File: src/rtl/demux8_capture.sv
// Registered 1:2 byte demultiplexer: steers each valid byte into holding register A or B,
// flags completed A/B pairs and keeps saturating per-channel write counts.
module demux8_capture #(
    parameter int WIDTH = 8,
    parameter int CNTW  = 4
) (
    input  logic             Clock,
    input  logic             Reset,
    input  logic             Valid,
    input  logic             Sel,
    input  logic             Auto,
    input  logic [WIDTH-1:0] Din,
    output logic [WIDTH-1:0] A,
    output logic [WIDTH-1:0] B,
    output logic             AValid,
    output logic             BValid,
    output logic             Pair,
    output logic             NextSel,
    output logic [CNTW-1:0]  CountA,
    output logic [CNTW-1:0]  CountB
);

    logic [WIDTH-1:0] dataA_q, dataA_d;
    logic [WIDTH-1:0] dataB_q, dataB_d;
    logic             aValid_q, aValid_d;
    logic             bValid_q, bValid_d;
    logic             pair_q, pair_d;
    logic             nextSel_q, nextSel_d;
    logic             gotA_q, gotA_d;
    logic             gotB_q, gotB_d;
    logic [CNTW-1:0]  countA_q, countA_d;
    logic [CNTW-1:0]  countB_q, countB_d;

    logic dst;
    logic writeA;
    logic writeB;

    assign dst    = Auto ? nextSel_q : Sel;
    assign writeA = Valid & ~dst;
    assign writeB = Valid & dst;

    always_comb begin
        dataA_d   = dataA_q;
        dataB_d   = dataB_q;
        aValid_d  = aValid_q;
        bValid_d  = bValid_q;
        pair_d    = 1'b0;
        nextSel_d = nextSel_q;
        gotA_d    = gotA_q;
        gotB_d    = gotB_q;
        countA_d  = countA_q;
        countB_d  = countB_q;

        if (writeA) begin
            dataA_d  = Din;
            aValid_d = 1'b1;
            gotA_d   = 1'b1;
            if (countA_q != {CNTW{1'b1}}) countA_d = countA_q + CNTW'(1);
        end

        if (writeB) begin
            dataB_d  = Din;
            bValid_d = 1'b1;
            gotB_d   = 1'b1;
            if (countB_q != {CNTW{1'b1}}) countB_d = countB_q + CNTW'(1);
        end

        // A write that completes the pair fires the pulse and re-arms both flags at once.
        if (Valid && (gotA_q || writeA) && (gotB_q || writeB)) begin
            pair_d = 1'b1;
            gotA_d = 1'b0;
            gotB_d = 1'b0;
        end

        if (Valid && Auto) nextSel_d = ~nextSel_q;
    end

    always_ff @(posedge Clock) begin
        if (Reset) begin
            dataA_q   <= '0;
            dataB_q   <= '0;
            aValid_q  <= 1'b0;
            bValid_q  <= 1'b0;
            pair_q    <= 1'b0;
            nextSel_q <= 1'b0;
            gotA_q    <= 1'b0;
            gotB_q    <= 1'b0;
            countA_q  <= '0;
            countB_q  <= '0;
        end else begin
            dataA_q   <= dataA_d;
            dataB_q   <= dataB_d;
            aValid_q  <= aValid_d;
            bValid_q  <= bValid_d;
            pair_q    <= pair_d;
            nextSel_q <= nextSel_d;
            gotA_q    <= gotA_d;
            gotB_q    <= gotB_d;
            countA_q  <= countA_d;
            countB_q  <= countB_d;
        end
    end

    assign A       = dataA_q;
    assign B       = dataB_q;
    assign AValid  = aValid_q;
    assign BValid  = bValid_q;
    assign Pair    = pair_q;
    assign NextSel = nextSel_q;
    assign CountA  = countA_q;
    assign CountB  = countB_q;

endmodule

File: config.mk
export PLATFORM = sky130hd
export DESIGN_NAME = demux8_capture
export DESIGN_NICKNAME = d
export VERILOG_FILES = /design/src/rtl/demux8_capture.sv
export SDC_FILE = /design/constraint.sdc
export NUM_CORES = 1
export LEC_CHECK = 0
export ABC_AREA = 1
export BUFFER_PORTS_ARGS = -buffer_cell sky130_fd_sc_hd__buf_2
export CORE_ASPECT_RATIO = 0.9
export CORE_MARGIN = 1.5
export CORE_UTILIZATION = 45
export CTS_CLUSTER_SIZE = 30
export DETAILED_ROUTE_END_ITERATION = 7
export GPL_ROUTABILITY_DRIVEN = 0
export PLACE_DENSITY = 0.83
export SLEW_MARGIN = 20
export SYNTH_ARGS = -nofsm -noshare
export SYNTH_HDL_FRONTEND = slang
export SYNTH_SLANG_ARGS = --single-unit
File: constraint.sdc
create_clock -name Clock -period 1.7 [get_ports Clock]
set_input_delay 0.085 -clock Clock [delete_from_list [all_inputs] [get_ports Clock]]
set_output_delay 0.085 -clock Clock [all_outputs]
set_load 0.005 [all_outputs]
==> results of run 1 <==
[how the worst min path moves through the flow]
stage	startpoint	end	slack [ns]	cells past startpoint
finish	Din[7]	A[7]	0.01	3
global route	Din[5]	A[5]	0.005	3
CTS	Din[2]	A[2]	0.0005	3
detailed placement	Din[3]	A[3]	0.35	3
global placement	Din[3]	A[3]	0.35	3
floorplan	Din[0]	A[0]	0.23	2
[sequential cells by signal, indices dropped and copies added (netlist names)]
| register | count |
|---|---|
| NextSel | 1 |
| gotB_q | 1 |
| BValid | 1 |
| CountB | 4 |
| AValid | 1 |
| gotA_q | 1 |
| A | 8 |
| Pair | 1 |
| B | 8 |
| CountA | 4 |
[Yosys cell counts]
| library cell | number |
|---|---|
| a21oi_1 | 15 |
| a21oi_2 | 1 |
| buf_2 | 1 |
| buf_6 | 2 |
| clkbuf_1 | 2 |
| dfxtp_1 | 30 |
| ha_1 | 2 |
| inv_1 | 9 |
| inv_2 | 3 |
| nand2_1 | 40 |
| nand2_2 | 1 |
| nand2_4 | 2 |
| nand3_1 | 6 |
| nand3_2 | 1 |
| nand3_4 | 2 |
| nand4_1 | 3 |
| nor2_1 | 25 |
| nor2_2 | 1 |
| nor2_4 | 1 |
| o21a_1 | 1 |
| o21ai_0 | 9 |
| or2_2 | 1 |
| xor2_1 | 2 |
[per-stage QoR]
| step | setup slack, ns | hold slack, ns | area, um2 |
|---|---|---|---|
| finish | 0.407 | 0.0111 | 1560 |
| CTS | 0.418 | 0.000492 | 1550 |
| global placement | 0.509 | 0.351 | 1450 |
| floorplan | 0.600 | 0.228 | 1250 |
| global route | 0.282 | 0.00511 | 1560 |
| detailed placement | 0.472 | 0.353 | 1450 |
[per-layer routing]
metal	wire length [um]	track usage, %
met1	1250	22.9
met2	1370	32.8
met3	151	8.07
met4	72	10.9
met5	0	0
[cell type report]
type                    count  area [um2]  area share (%)
clock inverters             1        5.00           0.321
multi-input cells         113         569            36.5
clock buffers               7        55.1            3.53
flip-flops and latches     30         601            38.5
repair buffers             45         250            16.0
inverters                  12        45.0            2.89
well taps                  28        35.0            2.25
[cells by family (layout without fill, tap and decap cells)]
| family | count (synthesis) | in the layout |
|---|---|---|
| fa+ha+maj | 2 | 2 |
| compound gates | 26 | 26 |
| buf+inv | 17 | 65 |
| simple gates | 83 | 83 |
| flops | 30 | 30 |
| xor+xnor | 2 | 2 |
[power by group through the flow]
stage	logic [W]	registers, W	clock network, W
after floorplan	0.000114	0.000793	0
after global placement	0.000184	0.000791	0
after detailed placement	0.000186	0.000792	0
after CTS	0.000197	0.000776	0.000456
after global routing	0.000228	0.000781	0.000490
final	0.000200	0.000776	0.000446
[worst max-delay path, delay by kind of cell (launching register included)]
family                 cells  cell delay (ns)
buffers and inverters      2             0.19
and+or+nand+nor            4             0.60
DFF                        1             0.40
[what timing repair did]
action	4_1_cts	5_1_grt
hold endpoints to repair	4	1
hold buffers	4	1
gates resized for setup	0	0
==> reports/qor.txt, run 1 <==
CP endpoint: gotA_q
Min-Delay Path Class: input pin to flop
final setup vio count: 0
PwrDens: 911 nW/um2
Chip Width: 58.6 um
cell accounting for the most synthesized area: dfxtp_1
most frequent cells in the layout: 40 x nand2_1, 40 x buf_2, 30 x dfxtp_1
Synth Area per Inst: 7.81 um2
crit end category: flop
via count: 1160
Initial Util: 49.0%
synth warn: 0
Pins Over Slew Limit: 0
1st-iter DRT viols: 55
R2R Setup Slk: 0.41 ns
clock network latency to the later pin of the worst-skew pair: 0.34 ns
Core ar.: 2550 um2
crit path time final: 1.29 ns
Sequential Power Share: 54.6%
RSZ-0062 raised after global routing: false
crit-path cells: nand2_2, nand3_4, inv_2, or2_2, inv_1, nor2_1
DRC viols: 0
WP data arrival: 1.53 ns
Crit Path Max Fanout: 11
Finished Layout Cells: 236
Combinational Power Share: 14.0%
first-pass GRT wire length: 4490 um
total track usage: 20.3%
vias per inst: 4.92
CTS sink cnt: 30
Post-DP HPWL: 1890 um
clock root buffer: clkbuf_4
Post-Syn Area: 1250 um2
largest family of logic cells by synthesized area: simple AND/OR/NAND/NOR gates
post-synthesis adder-cell area fraction: 2.00%
Buffers on Ports: 40
Register-to-Register Path Depth: 6
fin nets: 222
Worst R2R End: gotA_q
complex-gate fraction of the synthesized area: 10.9%
final hold vios: 0
Clock power frac: 31.4%
drt total wl: 2850 um
Layout Utilization: 61.1%
GRT overflow: 0
run status: finished, final reports clean
antenna violations before repair: 0
Worst-Margin Slew: 0.339 ns
Post-CTS Setup Bufs: 0
wire per inst: 12.1 um
Peak supply drop: 0.581 mV
post-synthesis sequential area ratio: 48.0%
Simple-Gate Fraction of Synth Area: 31.2%
Die Span Y: 53 um
IO Pins: 41
CTS tree: built
Pwr Total: 0.00142 W
Setup TNS: 0 ns
Worst path slowest cell: dfxtp_1
clk buf depth: 2
FP Rows: 17
origin of the critical flop-to-flop path: NextSel
largest net degree at the start of global routing: 19
Crit Path Class: flop to flop
die area: 3100 um2
cts bufs inserted: 5
Distinct cells, synth: 23
FMAX: 773 MHz
Cell Count Post-Placement: 223
sw power: 0.000390 W
Worst EP required: 1.94 ns
Layout fillers: 240
Mapped Cells: 160
Final Skew: 0.00508 ns
Synth area leaders: dfxtp_1 48%, nand2_1 12%, nor2_1 7.5%
CP Launch Point: NextSel
internal power: 0.00103 W
Ant. Diodes: 0
Max Cap Viol: 0
H-tree depth: 2
vias in the first global route: 1026
Post-Synth XOR/XNOR Area: 1.40%
Layout area overhead: 24.8%
post-synthesis mux area share: 0%
P_leak: 0.782 nW
layout cells sized above 1: 28.8%
relative slew slack: 77.4%
slowest stage delay, CP: 0.40 ns
Seq cells post-synth: 30
top-area cell type share of the netlist area: 48.0%
syn_nets: 175
Net Sw Frac: 27.4%
Tcrit/Tclk final: 76.1%
drt first pass iters: 4
ANT nets after route: 0
crit start category: flop
clock-pin slew on the worst setup and hold paths: 0.09 ns
No activity file was read; power rests on OpenSTA's default activity.
==> run 2, diff against run 1 <==
==> constraint.sdc (replaced) <==
create_clock -name Clock -period 1.2 [get_ports Clock]
set_input_delay 0.06 -clock Clock [delete_from_list [all_inputs] [get_ports Clock]]
set_output_delay 0.06 -clock Clock [all_outputs]
set_load 0.005 [all_outputs]
==> reports/qor.txt, run 2 (synthesized netlist as in run 1, its figures left out) <==
Net Sw Frac: 26.2%
die area: 3100 um2
Sequential Power Share: 48.8%
PwrDens: 1300 nW/um2
Min-Delay Path Class: input pin to flop
sw power: 0.000587 W
Worst-Margin Slew: 0.371 ns
Setup TNS: 0 ns
vias in the first global route: 1121
most frequent cells in the layout: 40 x buf_2, 38 x nand2_1, 28 x dfxtp_1
clock network latency to the later pin of the worst-skew pair: 0.34 ns
most common cell after layout, fill and taps aside: buf_2
crit start category: flop
layout cells sized above 1: 34.5%
Post-DP HPWL: 1940 um
Chip Width: 58.6 um
Final Skew: 0.00221 ns
DRC viols: 0
H-tree depth: 2
Combinational Power Share: 15.4%
P_leak: 0.853 nW
final hold vios: 0
cts bufs inserted: 5
via count: 1213
largest net degree at the start of global routing: 18
Finished Layout Cells: 248
clk buf depth: 2
Crit Path Max Fanout: 7
run status: finished, final reports clean
Pwr Total: 0.00224 W
ANT nets after route: 0
clock root buffer: clkbuf_4
Layout area overhead: 37.3%
vias per inst: 4.89
Pins Over Slew Limit: 0
Ant. Diodes: 0
crit path time final: 1.12 ns
Worst EP required: 1.48 ns
drt total wl: 3030 um
drt first pass iters: 4
FP Rows: 17
Peak supply drop: 0.666 mV
Tcrit/Tclk final: 93.2%
clock-pin slew on the worst setup and hold paths: 0.10 ns
crit end category: flop
Register-to-Register Path Depth: 6
wire per inst: 12.2 um
WP data arrival: 1.40 ns
fin nets: 234
internal power: 0.00165 W
slowest stage delay, CP: 0.35 ns
Worst path slowest cell: dfxtp_2
GRT overflow: 0
worst hold stages: 3
1st-iter DRT viols: 80
first-pass GRT wire length: 4690 um
Initial Util: 49.0%
worst hold slack: 0.0299 ns
Buffers on Ports: 40
final setup vio count: 0
CTS sink cnt: 30
Clock power frac: 35.8%
CTS tree: built
Die Span Y: 53 um
Max Cap Viol: 0
Crit Path Class: flop to flop
IO Pins: 41
Core ar.: 2550 um2
relative slew slack: 75.2%
Layout Utilization: 67.3%
total track usage: 20.5%
crit-path cells: nand2_2, nand3_4, buf_6, nor2_4, nand2_1, a21oi_2
Cell Count Post-Placement: 230
antenna violations before repair: 0
FMAX: 894 MHz
run 2: cell types whose count changed in the layout (fill, tap and decap cells not counted), sizes merged:
| cell | change |
|---|---|
| buf | +8 |
| dlygate4sd3 | +3 |
| clkbuf | -2 |
| bufinv | +1 |
| clkinv | +1 |
| nand3 | +1 |
run 2: power groups by stage:
stage               clock network [W]  registers [W]  logic (W)
finish                       0.000801        0.00109   0.000345
global route                 0.000856        0.00110   0.000390
CTS                          0.000801        0.00109   0.000325
detailed placement                  0        0.00111   0.000304
global placement                    0        0.00111   0.000298
floorplan                           0        0.00112   0.000161
run 2: metal layers:
layer  wire (um)  GRT usage [%]  up-vias
met1        1330           22.4      535
li1            -              -      632
met5           0              0        -
met2        1450           34.6       36
met3         158           8.31       10
met4          80           9.69        0
run 2: worst paths after layout:
| check | from | endpoint | slack, ns |
|---|---|---|---|
| setup reg to reg | NextSel | CountA[3] | 0.08 |
| hold / removal | Auto | NextSel | 0.03 |
| hold reg to reg | A[0] | A[0] | 0.46 |
| setup / recovery | NextSel | CountA[3] | 0.08 |
run 2: final cells by class:
cell class / count / area, um2
sequential: 30 / 603
multi-input combinational: 114 / 597
timing repair buffer: 56 / 357
clock buffer: 5 / 37.5
fill: 214 / 836
inverter: 12 / 47.5
tap: 28 / 35.0
clock inverter: 3 / 40.0
run 2: metrics by stage:
stage	instance area (um2)	setup slack, ns
global route	1720	-0.00908
finish	1720	0.0815
CTS	1670	0.0173
detailed placement	1520	0.0384
global placement	1520	0.0700
floorplan	1250	0.100
run 2: timing repair:
action	4_1_cts	5_1_grt
setup buffers	0	1
hold buffers	8	0
resized for setup	0	10
setup endpoints to repair	0	19
endpoints found under the hold margin	14	0
run 2: worst max-delay path, delay by kind of cell, from the launching register on:
kind,cells,cell delay [ns]
compound gates,1,0.12
buf+inv,1,0.16
flops,1,0.35
simple gates,4,0.43
==> run 3, diff against run 2 <==
--- a/config.mk
+++ b/config.mk
@@ -6,7 +6,7 @@
 export NUM_CORES = 1
 export LEC_CHECK = 0
 export ABC_AREA = 1
-export BUFFER_PORTS_ARGS = -buffer_cell sky130_fd_sc_hd__buf_2
+export BUFFER_PORTS_ARGS = -buffer_cell sky130_fd_sc_hd__clkbuf_2
 export CORE_ASPECT_RATIO = 0.9
 export CORE_MARGIN = 1.5
 export CORE_UTILIZATION = 45
==> reports/qor.txt, run 3 (synthesized netlist as in run 1, its figures left out) <==
Post-DP HPWL: 2080 um
clock network latency to the later pin of the worst-skew pair: 0.33 ns
crit path time final: 1.13 ns
Setup TNS: 0 ns
final setup vio count: 0
Chip Width: 58.6 um
Pins Over Slew Limit: 0
total track usage: 19.9%
clk buf depth: 2
cts bufs inserted: 5
1st-iter DRT viols: 68
internal power: 0.00143 W
R2R Setup Slk: 0.07 ns
vias in the first global route: 1059
die area: 3100 um2
Crit Path Max Fanout: 3
Clock power frac: 27.6%
CTS tree: built
Post-CTS Setup Bufs: 0
Worst EP required: 1.42 ns
FMAX: 889 MHz
clock-pin slew on the worst setup and hold paths: 0.08 ns
P_leak: 0.823 nW
Max Cap Viol: 0
wire per inst: 11.8 um
Peak supply drop: 0.773 mV
antenna violations before repair: 0
clock root buffer: clkbuf_4
Buffers on Ports: 40
Layout Utilization: 65.7%
ANT nets after route: 0
GRT overflow: 0
Layout fillers: 214
largest net degree at the start of global routing: 18
drt first pass iters: 4
RSZ-0062 raised after global routing: true
crit end category: flop
PwrDens: 1190 nW/um2
sw power: 0.000555 W
most frequent cells in the layout: 40 x nand2_1, 40 x clkbuf_2, 29 x dfxtp_1
FP Rows: 17
Min-Delay Path Class: input pin to flop
Sequential Power Share: 54.9%
Final Skew: 0.0115 ns
Worst-Margin Slew: 0.347 ns
via count: 1198
Core ar.: 2550 um2
H-tree depth: 2
CTS sink cnt: 30
drt total wl: 2910 um
first-pass GRT wire length: 4510 um
Tcrit/Tclk final: 93.8%
DRC viols: 0
run status: finished, final reports clean
vias per inst: 4.87
Combinational Power Share: 17.5%
layout cells sized above 1: 32.1%
Die Span Y: 53 um
Net Sw Frac: 27.9%
fin nets: 233
final hold vios: 0
Crit Path Class: flop to flop
WP data arrival: 1.35 ns
crit start category: flop
relative slew slack: 76.8%
Initial Util: 49.0%
Ant. Diodes: 0
Layout area overhead: 34.1%
IO Pins: 41
-- run 3: per-layer routing --
metal	vias to the layer above	routed length, um	global-route usage (%)	part of all wire (%)
met3	5	173	5.38	5.9
met2	43	1400	33.0	48
li1	628	-	-	-
met1	522	1300	23.5	45
met4	0	36	10.5	1.2
met5	-	0	0	0
-- run 3: path summary, 6_finish.rpt --
| kind | from | end | cells past startpoint |
|---|---|---|---|
| min | Auto | NextSel | 3 |
| max | CountA[0] | CountA[1] | 5 |
| max reg2reg | CountA[0] | CountA[1] | 5 |
| min reg2reg | A[3] | A[3] | 2 |
-- run 3: worst max-delay path, cell delays in order (launching register included) --
cell and delay [ns]:
dfxtp_1 0.33, ha_1 0.23, nand3_2 0.10, nand4_1 0.16, o21ai_1 0.16, nor2_1 0.05
-- run 3: power by group through the flow --
stage | Combinational [W] | Clock [W] | Sequential, W
6_report | 0.000347 | 0.000549 | 0.00109
5_1_grt | 0.000387 | 0.000605 | 0.00110
4_1_cts | 0.000343 | 0.000549 | 0.00109
3_5_place_dp | 0.000321 | 0 | 0.00111
3_3_place_gp | 0.000315 | 0 | 0.00111
2_1_floorplan | 0.000161 | 0 | 0.00112
-- run 3: final cells by class --
cell class | count | area, um2 | share of cell area (%)
flip-flops and latches | 30 | 602 | 35.9
multi-input cells | 113 | 579 | 34.6
repair buffers | 56 | 365 | 21.8
inverters | 12 | 47.5 | 2.84
clock buffers | 5 | 37.5 | 2.24
well taps | 28 | 35.0 | 2.09
clock inverters | 2 | 10.0 | 0.597
-- run 3: repair_timing --
action | 4_1_cts | 5_1_grt
endpoints found under the setup margin | 0 | 16
resized for setup | 0 | 5
hold buffers | 8 | 0
hold endpoints to repair | 9 | 0
-- run 3: stage by stage --
step	instances	instance area, um2	power [W]	worst slack (ns)	hold WS [ns]
4_1_cts	246	1660	0.00198	0.0289	0.0539
6_report	246	1680	0.00199	0.0750	0.0487
5_1_grt	246	1680	0.00209	-0.00260	0.0681
2_1_floorplan	160	1250	0.00128	0.100	0.203
3_5_place_dp	231	1540	0.00144	0.0358	0.317
3_3_place_gp	231	1540	0.00143	0.0750	0.310
